`src/rtl/scan_mux_pkg.sv`:
```
// Shared definitions for the scan_mux block.
//   mode_e : encoding of the mode input and of the FSM state
//            (MODE_MANUAL = 0, MODE_SCAN = 1).
//   clog2  : ceiling log2 with a floor of 1, used to size channel selects.
package scan_mux_pkg;

    typedef enum logic {
        MODE_MANUAL = 1'b0,
        MODE_SCAN   = 1'b1
    } mode_e;

    // A one-bit select is kept even for degenerate counts so that ports
    // never collapse to zero width.
    function automatic int clog2(input int n);
        int r;
        r = 0;
        while ((1 << r) < n) begin
            r = r + 1;
        end
        if (r < 1) begin
            r = 1;
        end
        return r;
    endfunction

endpackage

```
`src/rtl/scan_ctr.sv`:
```
// Scan sequencer for scan_mux: dwell counter, current scan channel and
// wrap detection.
//   clk, reset : clock and asynchronous active-high reset
//   load       : scan entry; channel takes start and the dwell count restarts
//   step       : one enabled cycle spent in scan
//   start      : channel to begin scanning from (already range-checked)
//   chan       : channel for the capture happening on this edge (combinational)
//   wrap       : this edge moves the scan from NCH-1 back to 0 (combinational)
// The dwell register counts cycles already spent on the channel minus one,
// so the entry cycle itself is the first cycle of the first channel.
module scan_ctr
    import scan_mux_pkg::*;
#(
    parameter int NCH  = 4,
    parameter int HOLD = 4,
    parameter int SELW = clog2(NCH)
) (
    input  logic            clk,
    input  logic            reset,
    input  logic            load,
    input  logic            step,
    input  logic [SELW-1:0] start,
    output logic [SELW-1:0] chan,
    output logic            wrap
);

    localparam logic [7:0]      CNT_LAST = 8'(HOLD - 1);
    localparam logic [SELW-1:0] CH_LAST  = SELW'(NCH - 1);

    logic [SELW-1:0] chan_q;
    logic [7:0]      cnt_q;
    logic [SELW-1:0] chan_n;
    logic [7:0]      cnt_n;
    logic            wrap_n;

    always_comb begin
        chan_n = chan_q;
        cnt_n  = cnt_q;
        wrap_n = 1'b0;
        if (load) begin
            chan_n = start;
            cnt_n  = '0;
        end else if (step) begin
            if (cnt_q == CNT_LAST) begin
                cnt_n = '0;
                if (chan_q == CH_LAST) begin
                    chan_n = '0;
                    wrap_n = 1'b1;
                end else begin
                    chan_n = chan_q + SELW'(1);
                end
            end else begin
                cnt_n = cnt_q + 8'd1;
            end
        end
    end

    always_ff @(posedge clk or posedge reset) begin
        if (reset) begin
            chan_q <= '0;
            cnt_q  <= '0;
        end else begin
            chan_q <= chan_n;
            cnt_q  <= cnt_n;
        end
    end

    assign chan = chan_n;
    assign wrap = wrap_n;

endmodule

```
`src/rtl/scan_mux.sv`:
```
// Registered channel multiplexer with a manual select mode and an
// automatic round-robin scan mode.
//   clk   : rising-edge clock
//   reset : asynchronous active-high reset
//   din   : NCH packed channels, channel k = din[k*WIDTH +: WIDTH]
//   sel   : manual channel select, also the scan start channel
//   mode  : 0 = manual, 1 = scan
//   en    : capture enable; low freezes every register
//   dout  : captured channel data
//   ch    : channel that produced dout
//   valid : dout holds a legal capture
//   wrap  : one-cycle pulse on the first capture of channel 0 after NCH-1
//   err   : manual select was out of range on the last capture
// The capture on each enabled edge follows the mode being entered, so a
// mode change is visible in the very capture that switches the FSM.
module scan_mux
    import scan_mux_pkg::*;
#(
    parameter  int WIDTH = 3,
    parameter  int NCH   = 4,
    parameter  int HOLD  = 4,
    localparam int SELW  = clog2(NCH)
) (
    input  logic                 clk,
    input  logic                 reset,
    input  logic [NCH*WIDTH-1:0] din,
    input  logic [SELW-1:0]      sel,
    input  logic                 mode,
    input  logic                 en,
    output logic [WIDTH-1:0]     dout,
    output logic [SELW-1:0]      ch,
    output logic                 valid,
    output logic                 wrap,
    output logic                 err
);

    localparam logic [SELW:0] NCH_X = (SELW + 1)'(NCH);

    mode_e           state_q;
    mode_e           state_n;
    mode_e           mode_in;
    logic            sel_bad;
    logic [SELW-1:0] start;
    logic            load;
    logic            step;
    logic [SELW-1:0] scan_chan;
    logic            scan_wrap;
    logic [SELW-1:0] src;
    logic [WIDTH-1:0] picked;
    logic [WIDTH-1:0] chans [NCH];

    logic [WIDTH-1:0] dout_n;
    logic [SELW-1:0]  ch_n;
    logic             valid_n;
    logic             wrap_n;
    logic             err_n;

    for (genvar k = 0; k < NCH; k++) begin : g_unpack
        assign chans[k] = din[k*WIDTH +: WIDTH];
    end

    assign mode_in = mode_e'(mode);
    assign sel_bad = ({1'b0, sel} >= NCH_X);
    assign start   = sel_bad ? '0 : sel;
    assign load    = en && (mode_in == MODE_SCAN) && (state_q == MODE_MANUAL);
    assign step    = en && (mode_in == MODE_SCAN) && (state_q == MODE_SCAN);

    scan_ctr #(
        .NCH  (NCH),
        .HOLD (HOLD),
        .SELW (SELW)
    ) u_ctr (
        .clk   (clk),
        .reset (reset),
        .load  (load),
        .step  (step),
        .start (start),
        .chan  (scan_chan),
        .wrap  (scan_wrap)
    );

    // Out-of-range manual selects never reach this mux as a capture, so an
    // unmatched src simply yields zero.
    assign src = (mode_in == MODE_SCAN) ? scan_chan : sel;

    always_comb begin
        picked = '0;
        for (int k = 0; k < NCH; k++) begin
            if (src == SELW'(k)) begin
                picked = chans[k];
            end
        end
    end

    always_comb begin
        state_n = state_q;
        dout_n  = dout;
        ch_n    = ch;
        valid_n = valid;
        err_n   = err;
        wrap_n  = 1'b0;
        if (en) begin
            state_n = mode_in;
            if (mode_in == MODE_SCAN) begin
                dout_n  = picked;
                ch_n    = scan_chan;
                valid_n = 1'b1;
                err_n   = 1'b0;
                wrap_n  = scan_wrap;
            end else if (sel_bad) begin
                dout_n  = '0;
                ch_n    = '0;
                valid_n = 1'b0;
                err_n   = 1'b1;
            end else begin
                dout_n  = picked;
                ch_n    = sel;
                valid_n = 1'b1;
                err_n   = 1'b0;
            end
        end
    end

    always_ff @(posedge clk or posedge reset) begin
        if (reset) begin
            state_q <= MODE_MANUAL;
        end else begin
            state_q <= state_n;
        end
    end

    always_ff @(posedge clk or posedge reset) begin
        if (reset) begin
            dout  <= '0;
            ch    <= '0;
            valid <= 1'b0;
            wrap  <= 1'b0;
            err   <= 1'b0;
        end else begin
            dout  <= dout_n;
            ch    <= ch_n;
            valid <= valid_n;
            wrap  <= wrap_n;
            err   <= err_n;
        end
    end

endmodule

```
`config.mk`:
```
export PLATFORM = sky130hd
export DESIGN_NAME = scan_mux
export DESIGN_NICKNAME = d
export VERILOG_FILES = /design/src/rtl/scan_mux_pkg.sv /design/src/rtl/scan_ctr.sv /design/src/rtl/scan_mux.sv
export SDC_FILE = /design/constraint.sdc
export NUM_CORES = 1
export LEC_CHECK = 0
export ABC_AREA = 1
export CORE_MARGIN = 2
export CORE_UTILIZATION = 35
export DETAILED_ROUTE_END_ITERATION = 6
export PLACE_DENSITY = 0.69
export SYNTH_ARGS = -nofsm -noshare
export SYNTH_HDL_FRONTEND = slang
export SYNTH_SLANG_ARGS = --single-unit
```
`constraint.sdc`:
```
create_clock -name clk -period 2 [get_ports clk]
set_input_delay 0.5 -clock clk [delete_from_list [all_inputs] [get_ports clk]]
set_output_delay 0.5 -clock clk [all_outputs]
set_load 0.02 [all_outputs]
```
# ---- Word level (Yosys, flattened, before mapping)
# Index checks and enable logic that the tools add are counted.
dict set report word_totals {
  in_bits 18
  ff_bits 18
  elab_cells 38
  output_inout_bits 8
}
dict set report op_classes {
  n_eq_ne 5
  n_bitwise 1
  addsub 2
  n_reduce_logical 5
  muxes 18
}
# operator count
set op_table {}
lappend op_table {{$mux 8} 3}
lappend op_table {{$mux 3} 4}
lappend op_table {{$mux 2} 5}
lappend op_table {{$add 8x1->8 const B} 1}
lappend op_table {{$eq 8x2->1 const B} 1}
lappend op_table {{$eq 2x2->1 const B} 3}
lappend op_table {{$mux 1} 6}
lappend op_table {{$logic_and 1x1->1} 3}
lappend op_table {{$add 2x1->2 const B} 1}
lappend op_table {{$eq 2x1->1 const B} 1}
lappend op_table {{$logic_not 2->1} 1}
lappend op_table {{$reduce_bool 2->1} 1}
lappend op_table {{$not 1->1} 1}

# ---- Logic depth before layout (Yosys ltp)
dict set report logic_depth {
  depth_word 11
  depth_mapped 14
  ltp_nobuf 14
}

# ---- By module
# From an unflattened synthesis, not the netlist that was laid out.
dict set report hier_totals {
  hier_cells 171
  area_unflattened_um2 1142.3
}
# module area_each_um2 instances seq_area_each_um2 cells_each
set by_module_without_submodules {}
lappend by_module_without_submodules {scan_ctr 653.1 1 250.2 96}
lappend by_module_without_submodules {scan_mux 489.2 1 200.2 75}

# ---- Worst setup path after synthesis
# Ideal clock, no wire load.
dict set report synth_timing {
  kind {register to register}
  from {reg u_ctr.cnt_q[0]}
  to {reg dout[2]}
  arrival_time_ns 1.497
  n_path_buf 0
  setup_time_ns 0.116
  synth_period_minus_slack_ns 1.613
  slack_ns 0.387
  path_stages_with_launch 13
  required_time_ns 1.884
  path_cell_list {dfrtp_1 -> ha_1 -> nand2_1 -> nor2_1 -> nand3_1 -> nand3_2 -> nand2_2 -> nand2_2 -> nand2_4 -> o21bai_1 -> nand3_1 -> nand2_1 -> nand2_1}
}
dict set report synth_between {
  elab_chain_cells 10
  elab_cells_between_ends 13
  cone_classes {4 x eq/ne; 8 x mux; 1 x reduce/logical}
}
# item line_no
set synth_lines {}
lappend synth_lines {{start, declared} scan_ctr.sv:31} ;# logic [7:0] cnt_q;
lappend synth_lines {{start signal, assigned} scan_ctr.sv:64} ;# cnt_q <= cnt_n;
lappend synth_lines {{$eq 8x2->1 *} scan_ctr.sv:44} ;# if (cnt_q == CNT_LAST) begin
lappend synth_lines {{$mux 2 *} scan_ctr.sv:44}
lappend synth_lines {{$mux 2 *} scan_ctr.sv:43} ;# end else if (step) begin
lappend synth_lines {{$mux 2 *} scan_ctr.sv:40} ;# if (load) begin
lappend synth_lines {{via scan_chan[0]} scan_mux.sv:46} ;# logic [SELW-1:0] scan_chan;
lappend synth_lines {{$mux 2 *} scan_mux.sv:84} ;# assign src = (mode_in == MODE_SCAN) ? scan_chan : sel;
lappend synth_lines {{$logic_not 2->1} scan_mux.sv:89} ;# if (src == SELW'(k)) begin
lappend synth_lines {{$mux 3 (3 in series)} scan_mux.sv:89}
lappend synth_lines {{$mux 3 *} scan_mux.sv:89}
lappend synth_lines {{end signal, assigned} scan_mux.sv:140} ;# dout <= dout_n;
lappend synth_lines {{end, declared} scan_mux.sv:30} ;# output logic [WIDTH-1:0] dout,
# Mark *: on every way through the listed nets, which the timed path passes. The rest lies on a longest branch.
# A chain may end at the register's enable or synchronous reset.

# ---- Final worst setup path
dict set report layout_timing {
  from {in mode}
  to {reg dout[2]}
}
dict set report layout_between {
  elab_chain_cells 10
  elab_cells_between_ends 14
  cone_classes {3 x eq/ne; 7 x mux; 4 x reduce/logical}
}
# item line_no
set layout_lines {}
lappend layout_lines {{start, declared} scan_mux.sv:28} ;# input logic mode,
lappend layout_lines {{$logic_and 1x1->1} {scan_mux.sv:65, scan_mux.sv:66}}
lappend layout_lines {{$logic_and 1x1->1} scan_mux.sv:66} ;# assign step = en && (mode_in == MODE_SCAN) && (state_q == MODE_SCAN);
lappend layout_lines {{$mux 2} scan_ctr.sv:43}
lappend layout_lines {{$mux 2} scan_ctr.sv:40}
lappend layout_lines {{$mux 2 *} scan_mux.sv:84}
lappend layout_lines {{$logic_not 2->1} scan_mux.sv:89}
lappend layout_lines {{$mux 3 (3 in series)} scan_mux.sv:89}
lappend layout_lines {{$mux 3 *} scan_mux.sv:89}
# Every way passes the cells marked *; elsewhere a longest branch is shown, timed or not.

==> results.md <==
* Global placement routability congestion at 0.841
* Mapped cell area at 1120 µm²
* Worst Setup End Kind: flop
* Post-DRT Antenna Nets at 0
* Initial antenna violation count at 0
* Synthesis-stage register bit count at 18
* Hold/Removal Path Class: flop to flop
* FMAX at 537 MHz
* Routed wire length at 2510 µm
* Pwr Density at 624 nW/µm²
* Count leader, synth: nand2_1
* Clock sink total at 18
* Asr flop ratio synth at 1.00
* Setup crit start kind: primary input
* Met1 Use GR at 0.175
* Detailed placer's ending HPWL at 2050 µm
* Io pins at 26
* Final nets at 203
* Fill count at 308
* DIE AREA at 3680 µm²
* Multi-input combinational cell area at 582 µm²
* Grt total ovfl at 0
* R2R setup slack at 190 ps
* Hold Path Depth at 1
* Clock Root Buffer: clkbuf_4
* CTS buffer count at 3
* DR iter-0 viols at 81
* Htree depth at 1
* Worst-Margin Slew at 578 ps
* EDFF count, synth at 0
* CP bufs+invs at 2
* Max Cap Violations at 0
* First-pass GRT wire length at 4340 µm
* Register area at 450 µm²
* Slew HR at 0.611
* DRC at 0
* WS Path Type: primary input to flop
* Max Fanout on Critical Path at 6
* Die span in x at 60.7 µm
* DP Worst Slack at -230 ps
* Hold buffers post-CTS at 0
* Levels on crit path at 11
* Post-Synthesis Cells at 147
* DR vias at 1,080
* CTS resizes at 0
* Post-synth top cells: nand2_1, nand3_1, inv_1
* Post-Syn Nets at 167
* Cell family with most CP delay: simple AND/OR/NAND/NOR gates
* Largest stage delay on the critical path at 550 ps
* CP Cell Sequence: clkdlybuf4s50_1 > nand2_4 > nor2_2 > inv_2 > nand3_1 > nand3_1 > nand2_2 > o21bai_1 > nand3_1 > nand2_1 > nand2_1
* R2R depth at 12
* Final WS setup at 138 ps
* Final hold violations at 0
* Synth Warn # at 0
* Placed Area at 1470 µm²
* Fin cells at 226
* Core region area at 3050 µm²
* Period minus WS final at 1860 ps
* Postcts setup bufs at 0
* Site Rows at 20
* Max Slew Vio Count at 0
* Synth unique cells at 29
* Routing usage on met3 at 0.0405
* Clk pin slew, worst setup/hold paths at 110 ps
* TritonCTS clock tree: yes
* Ys flop type: dfrtp_1
* Syn Area/Cell at 7.64 µm²
* Setup TNS at 0 ps
* Yosys top cell by area: dfrtp_1
* Post-synth top area share at 0.401
* Syn-to-layout area delta at 34.4%
* Drt first pass iters at 4
* Largest net degree at the start of global routing at 19
* PortBufs at 24
* CTS Buffer Depth at 2
* Most Crowded Layer GR: met2
* Top post-synthesis cells by area: dfrtp_1, nand2_1, nand3_1
* Final Cell Area at 1510 µm²
* Clock Latency Late Sink at 300 ps
* Overall routing resource usage at 0.157
* Leakage power at 0.722 nW
* Effective utilization at floorplan at 0.368
* CP most frequent cell: nand3_1
* Skew final at 2.58 ps
* Die height at 60.7 µm
* Vias in the first global route at 1,057
* CP max stage cell: clkdlybuf4s50_1
* # setup viols final at 0
* RSZ-0062 raised after global routing: false
* Via density at 4.78
* Met2 Use GR at 0.290
* VDD IR max at 0.335 mV
* Layout cells sized above 1 at 0.165
* Dpl cells at 222
* Util after Layout at 0.495
* Post-synthesis sequential area ratio at 0.401
* Inserted Diodes at 0
* Post-detailed-route wirelength per cell at 11.1 µm
* WP data required at 2200 ps
* Worst Path Arrival at 2060 ps
* Final cycle utilization of the critical path at 0.931
* Status: completed
==> cells by family after synthesis <==
group / after synthesis / synth area share
adder cells (fa/ha/maj): 2 / 0.0223
other: 1 / 0.00334
XOR/XNOR: 2 / 0.0156
flip-flops: 18 / 0.401
buffers and inverters: 24 / 0.0835
AND/OR/NAND/NOR: 82 / 0.379
AO/OA/AOI/OAI: 18 / 0.0958
==> state kept, by name, indices dropped and copies added, names as in the netlist <==
signal	count
ch	2
dout	3
state_q	1
u_ctr.chan_q	2
u_ctr.cnt_q	8
valid	1
wrap	1
==> stage by stage <==
step / hold WS [ps] / power [mW]
finish: 491 / 0.943
global route: 510 / 1.01
CTS: 500 / 0.957
detailed placement: 473 / 0.724
global placement: 454 / 0.715
floorplan: 439 / 0.597
==> cells in the final DEF (no fill, tap or decap) <==
cell type / n
clkdlybuf4s50_1: 24
ha_1: 2
clkbuf_8: 1
nand3_1: 23
nor2_2: 2
nor3_2: 1
xor2_1: 1
buf_4: 8
o32ai_1: 1
nor2_8: 1
o21ai_1: 2
nand3b_1: 3
o22ai_1: 2
nor4_1: 1
nand2_1: 33
inv_2: 2
nand3_4: 1
inv_1: 21
or2_2: 1
nand2_2: 5
conb_1: 1
a22o_2: 1
clkbuf_4: 3
a21oi_1: 3
nand2_4: 2
o21bai_1: 1
xnor2_1: 1
nand3_2: 1
dfrtp_1: 18
o21ai_0: 7
o21ai_2: 1
nor2_1: 8
==> cell type report <==
cell class | count | share of cell area
multi-input combinational | 105 | 0.385
sequential | 18 | 0.298
timing repair buffer | 32 | 0.199
inverter | 23 | 0.0572
tap | 44 | 0.0365
clock buffer | 4 | 0.0240
==> worst paths after layout <==
kind / start / to
hold reg to reg: valid$_DFFE_PP0P_ / valid$_DFFE_PP0P_
setup reg to reg: u_ctr.cnt_q[0]$_DFFE_PP0P_ / dout[2]$_DFFE_PP0P_
min in group asynchronous: reset / dout[2]$_DFFE_PP0P_
hold / removal: valid$_DFFE_PP0P_ / valid$_DFFE_PP0P_
max in group asynchronous: reset / wrap$_DFF_PP0_
setup / recovery: mode / dout[2]$_DFFE_PP0P_
==> per-layer routing <==
layer / wire [µm] / share of wire / up-vias
li1: - / - / 543
met1: 1070 / 0.42 / 497
met2: 1270 / 0.50 / 36
met3: 150 / 0.060 / 4
met4: 25 / 0.010 / 0
met5: 0 / 0 / -
==> power breakdown <==
group          switching, mW  internal [mW]
clock                  0.118          0.111
combinational          0.156          0.135
sequential            0.0246          0.399
Note: power is estimated with default switching activity, not from simulation.
